--- src/rtl/gigatron_pkg.sv ---
// Shared definitions for the Gigatron OUT-port to VGA front end:
// OUT-byte bit positions, the sync-lock state encoding and default timing.
package gigatron_pkg;

  // Gigatron OUT byte layout: [7] vsync_n, [6] hsync_n, [5:4] B, [3:2] G, [1:0] R
  localparam int VSYNC_BIT = 7;
  localparam int HSYNC_BIT = 6;
  localparam int B_LSB     = 4;
  localparam int G_LSB     = 2;
  localparam int R_LSB     = 0;
  localparam int NUM_CH    = 3;

  // Idle OUT byte: both syncs inactive (high), black
  localparam logic [7:0] OUT_IDLE = 8'hC0;

  // Default timing, in ce units horizontally and lines vertically
  localparam int H_START_DEF  = 36;
  localparam int V_START_DEF  = 35;
  localparam int H_ACTIVE_DEF = 160;
  localparam int V_ACTIVE_DEF = 480;

  typedef enum logic [1:0] {
    UNLOCKED = 2'd0,
    HLOCK    = 2'd1,
    LOCKED   = 2'd2
  } lock_state_t;

endpackage

--- src/rtl/gigatron_vga_expand.sv ---
// One colour channel: 2-bit Gigatron level to 4-bit VGA level by bit
// replication. Optional macro GIGATRON_VGA_SCANLINE_EN halves the level
// when 'half' is set (odd lines), giving a scanline look.
module gigatron_vga_expand (
  input  logic [1:0] c2,
  input  logic       half,
  output logic [3:0] c4
);

`ifdef GIGATRON_VGA_SCANLINE_EN
  // {c2,c2} >> 1 on darkened lines, full level otherwise
  always_comb c4 = half ? {1'b0, c2, c2[1]} : {c2, c2};
`else
  logic unused_half;
  assign unused_half = half;
  // 00->0, 01->5, 10->A, 11->F
  always_comb c4 = {c2, c2};
`endif

endmodule

--- src/rtl/gigatron_vga.sv ---
// Gigatron OUT-port to VGA: samples the CPU OUT byte on each ce strobe,
// recovers pixel position from the embedded syncs, locks onto the frame
// and drives registered RGB444 / sync / de / coordinate outputs.
// Optional feature: GIGATRON_VGA_SCANLINE_EN (halve colour on odd lines).
module gigatron_vga
  import gigatron_pkg::*;
#(
  parameter int H_START  = H_START_DEF,
  parameter int V_START  = V_START_DEF,
  parameter int H_ACTIVE = H_ACTIVE_DEF,
  parameter int V_ACTIVE = V_ACTIVE_DEF
) (
  input  logic       clock,
  input  logic       reset,
  input  logic       ce,
  input  logic [7:0] vga,
  output logic [3:0] r,
  output logic [3:0] g,
  output logic [3:0] b,
  output logic       hs,
  output logic       vs,
  output logic       de,
  output logic [7:0] x,
  output logic [8:0] y,
  output logic       frame,
  output logic       locked
);

  localparam logic [7:0] H_OFF = 8'(H_START);
  localparam logic [9:0] V_OFF = 10'(V_START);

  logic [7:0]  in_q, prev;
  logic [7:0]  hcnt;
  logic [9:0]  vcnt;
  lock_state_t state, state_nx;
  logic        hfall, vfall, hsat_hit, is_locked;

  // Sync edges are only meaningful on ce clocks (the only time in_q moves)
  assign hfall = prev[HSYNC_BIT] & ~in_q[HSYNC_BIT];
  assign vfall = prev[VSYNC_BIT] & ~in_q[VSYNC_BIT];
  // hcnt is about to saturate: no hsync for a whole line-and-a-bit
  assign hsat_hit = ce & ~hfall & (hcnt == 8'd254);

  // Capture the OUT byte and its predecessor on each ce strobe
  always_ff @(posedge clock or posedge reset) begin
    if (reset) begin
      in_q <= OUT_IDLE;
      prev <= OUT_IDLE;
    end else if (ce) begin
      in_q <= vga;
      prev <= in_q;
    end
  end

  // Position counters, aligned with the sample now held in in_q
  always_ff @(posedge clock or posedge reset) begin
    if (reset) begin
      hcnt <= 8'hFF;
      vcnt <= 10'h3FF;
    end else if (ce) begin
      if (hfall)              hcnt <= 8'd0;
      else if (hcnt != 8'hFF) hcnt <= hcnt + 8'd1;
      if (vfall)                         vcnt <= 10'd0;
      else if (hfall && vcnt != 10'h3FF) vcnt <= vcnt + 10'd1;
    end
  end

  // Lock FSM state register
  always_ff @(posedge clock or posedge reset) begin
    if (reset) state <= UNLOCKED;
    else       state <= state_nx;
  end

  // Lock FSM next state: hsync then vsync to lock, lost hsync drops it
  always_comb begin
    state_nx = state;
    if (ce) begin
      case (state)
        UNLOCKED: if (hfall) state_nx = HLOCK;
        HLOCK:    if (vfall) state_nx = LOCKED;
        LOCKED:   state_nx = state;
        default:  state_nx = UNLOCKED;
      endcase
    end
    if (hsat_hit) state_nx = UNLOCKED;
  end

  // Lock FSM outputs
  always_comb is_locked = (state == LOCKED);

  // Stage 1: active-area decode and coordinate offsets
  logic       h_in, v_in, de_c;
  logic [7:0] x_c;
  logic [9:0] y_full;
  logic       unused_ybit;

  assign h_in = (int'(hcnt) >= H_START) && (int'(hcnt) < H_START + H_ACTIVE);
  assign v_in = (int'(vcnt) >= V_START) && (int'(vcnt) < V_START + V_ACTIVE);
  assign de_c = is_locked & h_in & v_in;
  assign x_c    = hcnt - H_OFF;
  assign y_full = vcnt - V_OFF;
  assign unused_ybit = y_full[9];

  logic [5:0] s1_px;
  logic       s1_hs, s1_vs, s1_de;
  logic [7:0] s1_x;
  logic [8:0] s1_y;

  // First output pipeline stage (decoded position plus raw colour/syncs)
  always_ff @(posedge clock or posedge reset) begin
    if (reset) begin
      s1_px <= 6'd0;
      s1_hs <= 1'b1;
      s1_vs <= 1'b1;
      s1_de <= 1'b0;
      s1_x  <= 8'd0;
      s1_y  <= 9'd0;
    end else begin
      s1_px <= in_q[B_LSB+1:R_LSB];
      s1_hs <= in_q[HSYNC_BIT];
      s1_vs <= in_q[VSYNC_BIT];
      s1_de <= de_c;
      s1_x  <= de_c ? x_c : 8'd0;
      s1_y  <= de_c ? y_full[8:0] : 9'd0;
    end
  end

  // Per-channel expansion: R, G, B share one sub-module
  logic [NUM_CH-1:0][1:0] c2;
  logic [NUM_CH-1:0][3:0] c4;
  logic                   show;

  assign c2 = s1_px;

  for (genvar ch = 0; ch < NUM_CH; ch++) begin : g_ch
    gigatron_vga_expand u_exp (
      .c2   (c2[ch]),
      .half (s1_y[0]),
      .c4   (c4[ch])
    );
  end

  // Gate with the live lock state so a lock loss blanks on the next clock
  assign show = s1_de & is_locked;

  // Output pins, registered every clock
  always_ff @(posedge clock or posedge reset) begin
    if (reset) begin
      r      <= 4'd0;
      g      <= 4'd0;
      b      <= 4'd0;
      hs     <= 1'b1;
      vs     <= 1'b1;
      de     <= 1'b0;
      x      <= 8'd0;
      y      <= 9'd0;
      frame  <= 1'b0;
      locked <= 1'b0;
    end else begin
      r      <= show ? c4[0] : 4'd0;
      g      <= show ? c4[1] : 4'd0;
      b      <= show ? c4[2] : 4'd0;
      hs     <= s1_hs;
      vs     <= s1_vs;
      de     <= show;
      x      <= show ? s1_x : 8'd0;
      y      <= show ? s1_y : 9'd0;
      frame  <= ce & vfall & is_locked;
      locked <= is_locked;
    end
  end

endmodule

--- config.mk ---
export PLATFORM = sky130hd
export DESIGN_NAME = gigatron_vga
export DESIGN_NICKNAME = d
export VERILOG_FILES = /design/src/rtl/gigatron_pkg.sv /design/src/rtl/gigatron_vga_expand.sv /design/src/rtl/gigatron_vga.sv
export SDC_FILE = /design/constraint.sdc
export NUM_CORES = 1
export LEC_CHECK = 0
export CORE_MARGIN = 4
export CORE_UTILIZATION = 45
export DETAILED_ROUTE_END_ITERATION = 7
export GPL_ROUTABILITY_DRIVEN = 0
export PLACE_DENSITY = 0.66
export SLEW_MARGIN = 0
export SYNTH_ARGS = -nofsm -noshare
export SYNTH_HDL_FRONTEND = slang
export SYNTH_HIERARCHICAL = 1
export SYNTH_SLANG_ARGS = --single-unit
--- constraint.sdc ---
create_clock -name clock -period 3.89 [get_ports clock]
set_input_delay 0.9725 -clock clock [delete_from_list [all_inputs] [get_ports clock]]
set_output_delay 0.9725 -clock clock [all_outputs]
set_load 0.03 [all_outputs]
Word-level counts from Yosys, hierarchy flattened
Cells that the tools add are included.

cells by class
  add/subtract/negate cells = 4
  magnitude comparators = 4
  equal/unequal tests = 8
  mux-type cells = 16
  bitwise gates (word level) = 12
  reduce and logical (&&, ||, !) cells = 10

operators with widths
  cell                   number
  $mux 8                 4
  $mux 10                2
  $mux 9                 2
  $mux 4                 3
  $add 10x1->10 const B  1
  $ge 10x6->1 const B    1
  $lt 10x10->1 const B   1
  $ne 10x10->1 const B   1
  $and 1x1->1            9
  $sub 9x6->9 const B    1
  $add 8x1->8 const B    1
  $eq 8x8->1 const B     1
  $ge 8x6->1 const B     1
  $lt 8x8->1 const B     1
  $mux 2                 4
  $ne 8x8->1 const B     1
  $sub 8x6->8 const B    1
  $ne 3x3->1 const B     2
  $pmux 2 s3             1
  $reduce_bool 2->1      3
  $reduce_and 2->1       2
  $reduce_and 4->1       1
  $logic_and 1x1->1      3
  $not 1->1              3
  4 further kinds        4

storage, ports and cells
  flip-flop bits (word level) = 96
  input port bits = 11
  output and inout port bits = 34
  word-level logic and storage cells = 75

Longest topological paths before layout
Gate-level depths: netlist of run 1.

  depth after elaboration = 7
  mapped depth = 7
  depth with buffers taken out = 6

By module
Netlist of run 1, hierarchy kept.

by module, submodules not included
  module               times used  cells an instance  area an instance (um^2)  seq. area each (um^2)
  gigatron_vga         1           305                3741.1                   2284.7
  gigatron_vga_expand  3           4                  30.0                     0.0

Worst setup path before layout of run 1
OpenSTA, ideal clock, no wires.

  path kind = input port to flip-flop
  start = input port ce
  end = register hcnt[3]
  library setup time = 0.073 ns
  arrival = 1.974 ns
  required time = 3.817 ns
  path slack = 1.843 ns
  stages on the path = 5
  buffers on the path = 1
  cell sequence = buf_2 inv_1 a41o_1 or3_1 a21oi_1

on the way
  word-level cells in the longest chain between the ends = 1

RTL lines
  what                        RTL line            text
  start, declared             gigatron_vga.sv:15  input logic ce,
  $reduce_and 2->1 (no line)  -
  end signal, assigned        gigatron_vga.sv:62  else if (hcnt != 8'hFF) hcnt <= hcnt + 8'd1;
  end, declared               gigatron_vga.sv:33  logic [7:0] hcnt;

Every way passes these cells.
A chain may end at the register's enable or synchronous reset.

Final worst setup path of run 1
  start = input port ce
  end = register vcnt[5]

on the way
  word-level cells in the longest chain between the ends = 1

RTL lines
  what                        RTL line            text
  $reduce_and 2->1 (no line)  -
  end signal, assigned        gigatron_vga.sv:64  else if (hfall && vcnt != 10'h3FF) vcnt <= vcnt + 10'd1;
  end, declared               gigatron_vga.sv:34  logic [9:0] vcnt;

Every way passes these cells.

==> results of run 1 <==
[cell usage in the layout, fill, tap and decap left out, types with 2 or more instances in the layout]
master,netlist,final
ha_1,7,7
nand3b_1,2,2
and3_1,35,35
a221o_1,4,4
dfrtp_1,64,64
and2_1,6,6
xnor2_1,11,11
clkinv_4,0,2
nand2_1,17,17
nor3_1,21,21
a41o_1,2,2
nor2_1,11,11
nand3_1,5,5
o21a_1,2,2
inv_1,8,7
o21ai_0,7,7
clkbuf_1,10,2
clkbuf_8,0,9
mux2_2,11,11
dfstp_2,26,26
clkinv_2,0,2
a21oi_1,9,9
clkdlybuf4s50_1,0,44
nand2b_1,5,5
buf_4,12,5
nand4_1,2,2
nor2b_1,3,2
nor4bb_1,2,2
or3_1,4,4
[area by class of cell]
| type | count | area share |
|---|---|---|
| multi-input cells | 189 | 0.301 |
| clock inverters | 5 | 0.00876 |
| clock buffers | 11 | 0.0297 |
| flip-flops and latches | 90 | 0.516 |
| inverters | 8 | 0.00706 |
| repair buffers | 49 | 0.108 |
| well taps | 105 | 0.0297 |
[path summary, 6_finish.rpt]
path,start,to,slack [ps]
worst max-delay path,ce,vcnt[5],1300
worst min register to register,s1_hs,hs,360
min in group asynchronous,reset,state[1],1130
worst min-delay path,s1_hs,hs,360
max in group asynchronous,reset,s1_x[0],2000
worst max register to register,vcnt[0],vcnt[1],1770
[per-stage QoR]
| stage | utilization | total power [W] |
|---|---|---|
| finish | 0.536 | 0.00197 |
| global route | 0.536 | 0.00208 |
| CTS | 0.536 | 0.00199 |
| detailed placement | 0.516 | 0.00143 |
| global placement | 0.516 | 0.00142 |
| floorplan | - | 0.00135 |
[registers in the layout, indices dropped and copies added (netlist names), 2 cells and up]
name / flops
s1_x: 8
s1_y: 9
x: 8
y: 9
prev: 2
r: 4
hcnt: 8
c2: 6
b: 4
in_q: 8
g: 4
state: 2
vcnt: 10
[metal layers]
layer,vias up,track usage,share of wire,routed length (um)
met5,-,0,0,0
met4,0,0.0736,0.018,112
met3,9,0.0229,0.034,210
met2,33,0.210,0.48,2970
met1,1159,0.187,0.47,2890
li1,1157,-,-,-
[critical path, stage by stage]
cell,delay [ps]
clkdlybuf4s50_1,690
and3b_1,400
nand2_1,260
a2111oi_0,400
a221o_1,170
[kinds of logic after synthesis]
logic type | count (synthesis) | synth area share
AOI/OAI and AO/OA | 38 | 0.0862
xor gates and xnor gates | 12 | 0.0274
adders and majority gates | 7 | 0.0229
buffers and inverters | 38 | 0.0562
DFF | 90 | 0.596
muxes | 12 | 0.0349
and+or+nand+nor | 120 | 0.176
[power by group through the flow]
stage | sequential [W] | combinational [W] | clock (W)
finish | 0.00110 | 0.000315 | 0.000556
global route | 0.00111 | 0.000363 | 0.000611
CTS | 0.00110 | 0.000319 | 0.000573
detailed placement | 0.00111 | 0.000316 | 0
global placement | 0.00111 | 0.000313 | 0
floorplan | 0.00110 | 0.000251 | 0
==> flow_summary.json, run 1 <==
{
  "maxCapViolations": 0,
  "synthMostInstantiatedCell": "dfrtp_1",
  "ys_top_cells_by_area": "dfrtp_1, dfstp_2, and3_1",
  "cp.required_ps": 4190,
  "tightest_slew_ps": 944,
  "maxSlewViolCount": 0,
  "ys.flop_type": "dfrtp_1",
  "synth-async-reset-ratio": 1.00,
  "worstSetupPathType": "in2reg",
  "clock_path_buffers": 2,
  "end_kind": "flip-flop",
  "setup_tns_ps": 0,
  "cts_buffers": 9,
  "postCtsSetupRepairBufs": 0,
  "diodes": 0,
  "grt-ovfl-total": 0,
  "yosysSeqAreaShare": 0.596,
  "die_x_um": 100,
  "synth_edf_count": 0,
  "remaining_drc_errors": 0,
  "wl_mm": 6.19,
  "via_per_inst": 5.16,
  "core_area_um2": 8260,
  "grt_pass1_wl_mm": 11.0,
  "final.setup.worst_slack_ps": 1300,
  "clock-sinks": 90,
  "cts_hold_buf": 0,
  "period_needed_ps": 2590,
  "antenna_found_initial": 0,
  "place_area_um2": 4260,
  "crit_path_start_kind": "input pin",
  "ant_nets": 0,
  "leakagePower_nw": 2.03,
  "grt_max_degree": 61,
  "htree_levels": 3,
  "num_io_pins": 45,
  "synth_cells": 317,
  "ir_worst_vdd_mv": 0.185,
  "p_int_w": 0.00140,
  "drive_gt1_frac": 0.182,
  "hold_violations": 0,
  "dp_cells": 441,
  "final_area_um2": 4430,
  "period_share": 0.667,
  "pwr-share-comb": 0.160,
  "syn_area_um2": 3830,
  "fp-row-count": 33,
  "ys_seq_elements": 90,
  "ys_warn_count": 6,
  "finalSetupViolCount": 0,
  "netlist.area_leader.share": 0.418,
  "die-height_um": 100,
  "syn_area_per_cell_um2": 12.1,
  "vias": 2358,
  "clock.fmax_mhz": 386,
  "worstRegToRegCells": 5,
  "firstDrtPassIters": 4,
  "critical_path.max_fanout": 10,
  "initial_core_util": 0.464,
  "regArea_um2": 2280,
  "cts_tree": "done",
  "port_buffers": 44,
  "multi_input_comb_area_um2": 1330,
  "grt_pass1_vias": 2288,
  "cts_root_buf": "clkbuf_8",
  "track_usage": 0.137,
  "yosys-top-cells-count": "dfrtp_1, and3_1, dfstp_2, nor3_1, nand2_1",
  "seqPwrFrac": 0.558,
  "dieArea_um2": 10100,
  "worstPathArrival_ps": 2900,
  "dp_hpwl_mm": 4.29,
  "fin_skew_ps": 12.0,
  "holdPathStages": 0,
  "area_growth_pct": 15.6,
  "power.density_nw_per_um2": 444,
  "stdcell_count": 457,
  "synth_top_cell_by_area": "dfrtp_1",
  "whs_ps": 358,
  "dp_slack_ps": 962,
  "avgRoutedWirePerCell_um": 13.5,
  "slew_headroom": 0.370,
  "drt_iter0_drc": 105,
  "swShare": 0.291,
  "syn_nets": 335,
  "clk_latency_ps": 350,
  "clock_power_share": 0.282,
  "rsz0062_at_grt": "no",
  "fill_cells": 756,
  "ys_types": 51,
  "cts_resized": 0,
  "clk_pin_slew_worst_paths_ps": 90,
  "nets": 365,
  "status": "complete, no violations",
  "hold_path.class": "reg2reg",
  "switchingPower_w": 0.000572
}
No activity file was read; power rests on OpenSTA's default activity.
==> inputs of run 2 (changes only) <==
- clock period: 3.89 -> 2.43 ns (I/O delays scaled with it)
==> run 2 against run 1 <==
  * Clock power is 89% higher
  * Clock-buffer cell count is 1 lower
  * Sequential share of layout area is 1.3 points lower
  * Flip-flop and latch count stayed put
  * Power is 69% higher
  * Sequential power is 60% higher
  * Critical path depth is 4 lower
  * First-iteration DRC count is 0.95% higher
  * Design area is 2.5% higher
  * Cell count is 0.88% higher
  * Critical path type is now reg2out
==> flow_summary.json, run 2 (synthesized netlist as in run 1, its figures left out) <==
{
  "status": "complete, no violations",
  "tightest_slew_ps": 621,
  "power.density_nw_per_um2": 735,
  "initial_core_util": 0.464,
  "period_share": 0.885,
  "track_usage": 0.139,
  "whs_ps": 358,
  "port_buffers": 44,
  "wl_mm": 6.38,
  "cts_hold_buf": 0,
  "via_per_inst": 5.16,
  "clock-sinks": 90,
  "fin_skew_ps": 12.8,
  "rsz0062_at_grt": "no",
  "period_needed_ps": 2150,
  "area_growth_pct": 18.5,
  "dieArea_um2": 10100,
  "ant_nets": 0,
  "path_delay_family": "buffers and inverters",
  "layout_common_cells": "dfrtp_1, clkdlybuf4s50_1, and3_1, dfstp_2, nor3_1",
  "final_core_util": 0.550,
  "cts_root_buf": "clkbuf_8",
  "firstDrtPassIters": 5,
  "drt_iter0_drc": 106,
  "postCtsSetupRepairBufs": 0,
  "hold_violations": 0,
  "antenna_found_initial": 0,
  "grt_pass1_wl_mm": 11.1,
  "final.setup.worst_slack_ps": 279,
  "grt_max_degree": 33,
  "avgRoutedWirePerCell_um": 13.8,
  "maxCapViolations": 0,
  "fp-row-count": 33,
  "cp.required_ps": 1820,
  "nets": 369,
  "worstSetupPathType": "reg2out",
  "leakagePower_nw": 2.08,
  "crit_path_start_kind": "flip-flop",
  "drive_gt1_frac": 0.197,
  "slowest_stage": "clkdlybuf4s50_1",
  "top_register": "vcnt",
  "crit_buf_inv": 1,
  "clock.fmax_mhz": 465,
  "finalSetupViolCount": 0,
  "worstPathCellList": "clkdlybuf4s50_1",
  "worstPathArrival_ps": 1540,
  "ir_worst_vdd_mv": 0.273,
  "cts_buffers": 9,
  "die-height_um": 100,
  "maxSlewViolCount": 0,
  "max_stage_delay_ps": 660,
  "dp_slack_ps": 170,
  "diodes": 0,
  "remaining_drc_errors": 0,
  "vias": 2377,
  "clock_path_buffers": 2,
  "htree_levels": 3,
  "grt_pass1_vias": 2330,
  "reg_top3": "vcnt (10), s1_y (9), y (9)",
  "clk_pin_slew_worst_paths_ps": 90,
  "core_area_um2": 8260,
  "die_x_um": 100,
  "grt-ovfl-total": 0,
  "setup_tns_ps": 0,
  "num_io_pins": 45,
  "end_kind": "primary output",
  "final_common_cell": "dfrtp_1",
  "critical_path.max_fanout": 1,
  "dp_hpwl_mm": 4.52,
  "largest_reg_flops": 10,
  "cts_tree": "done",
  "clk_latency_ps": 350,
  "hold_path.class": "reg2reg",
  "slew_headroom": 0.586,
  "cts_resized": 0
}
## run 2: power breakdown
group | internal, W | switching, W
clock network | 0.000518 | 0.000532
logic | 0.000232 | 0.000292
registers | 0.00164 | 0.000121
total | 0.00239 | 0.000944
## run 2: layout make-up
type	instances	area (um2)
fill	738	3720
sequential	90	2280
timing repair buffer	53	546
tap	105	131
clock inverter	6	72.6
multi-input combinational	189	1330
clock buffer	10	138
inverter	8	33.8
## run 2: final timing paths
kind / start / end / slack, ps / cells after the start
worst min register to register: s1_vs / vs / 360 / 0
max in group asynchronous: reset / vcnt[9] / 1190 / 3
worst max-delay path: vs / vs / 280 / 1
worst max register to register: hcnt[2] / s1_y[2] / 420 / 7
worst min-delay path: s1_vs / vs / 360 / 0
min in group asynchronous: reset / x[7] / 660 / 2
## run 2: stage by stage
| stage | cell area [um2] | power [W] | cells |
|---|---|---|---|
| after floorplan | 3830 | 0.00216 | 317 |
| final | 4540 | 0.00333 | 461 |
| after global placement | 4330 | 0.00230 | 445 |
| after detailed placement | 4330 | 0.00231 | 445 |
| after global routing | 4540 | 0.00351 | 461 |
| after CTS | 4540 | 0.00338 | 461 |
## run 2: layer usage
| layer | up-vias | track usage | share of wire |
|---|---|---|---|
| li1 | 1171 | - | - |
| met2 | 44 | 0.216 | 0.48 |
| met4 | 0 | 0.0684 | 0.023 |
| met5 | - | 0 | 0 |
| met1 | 1150 | 0.187 | 0.47 |
| met3 | 12 | 0.0271 | 0.034 |
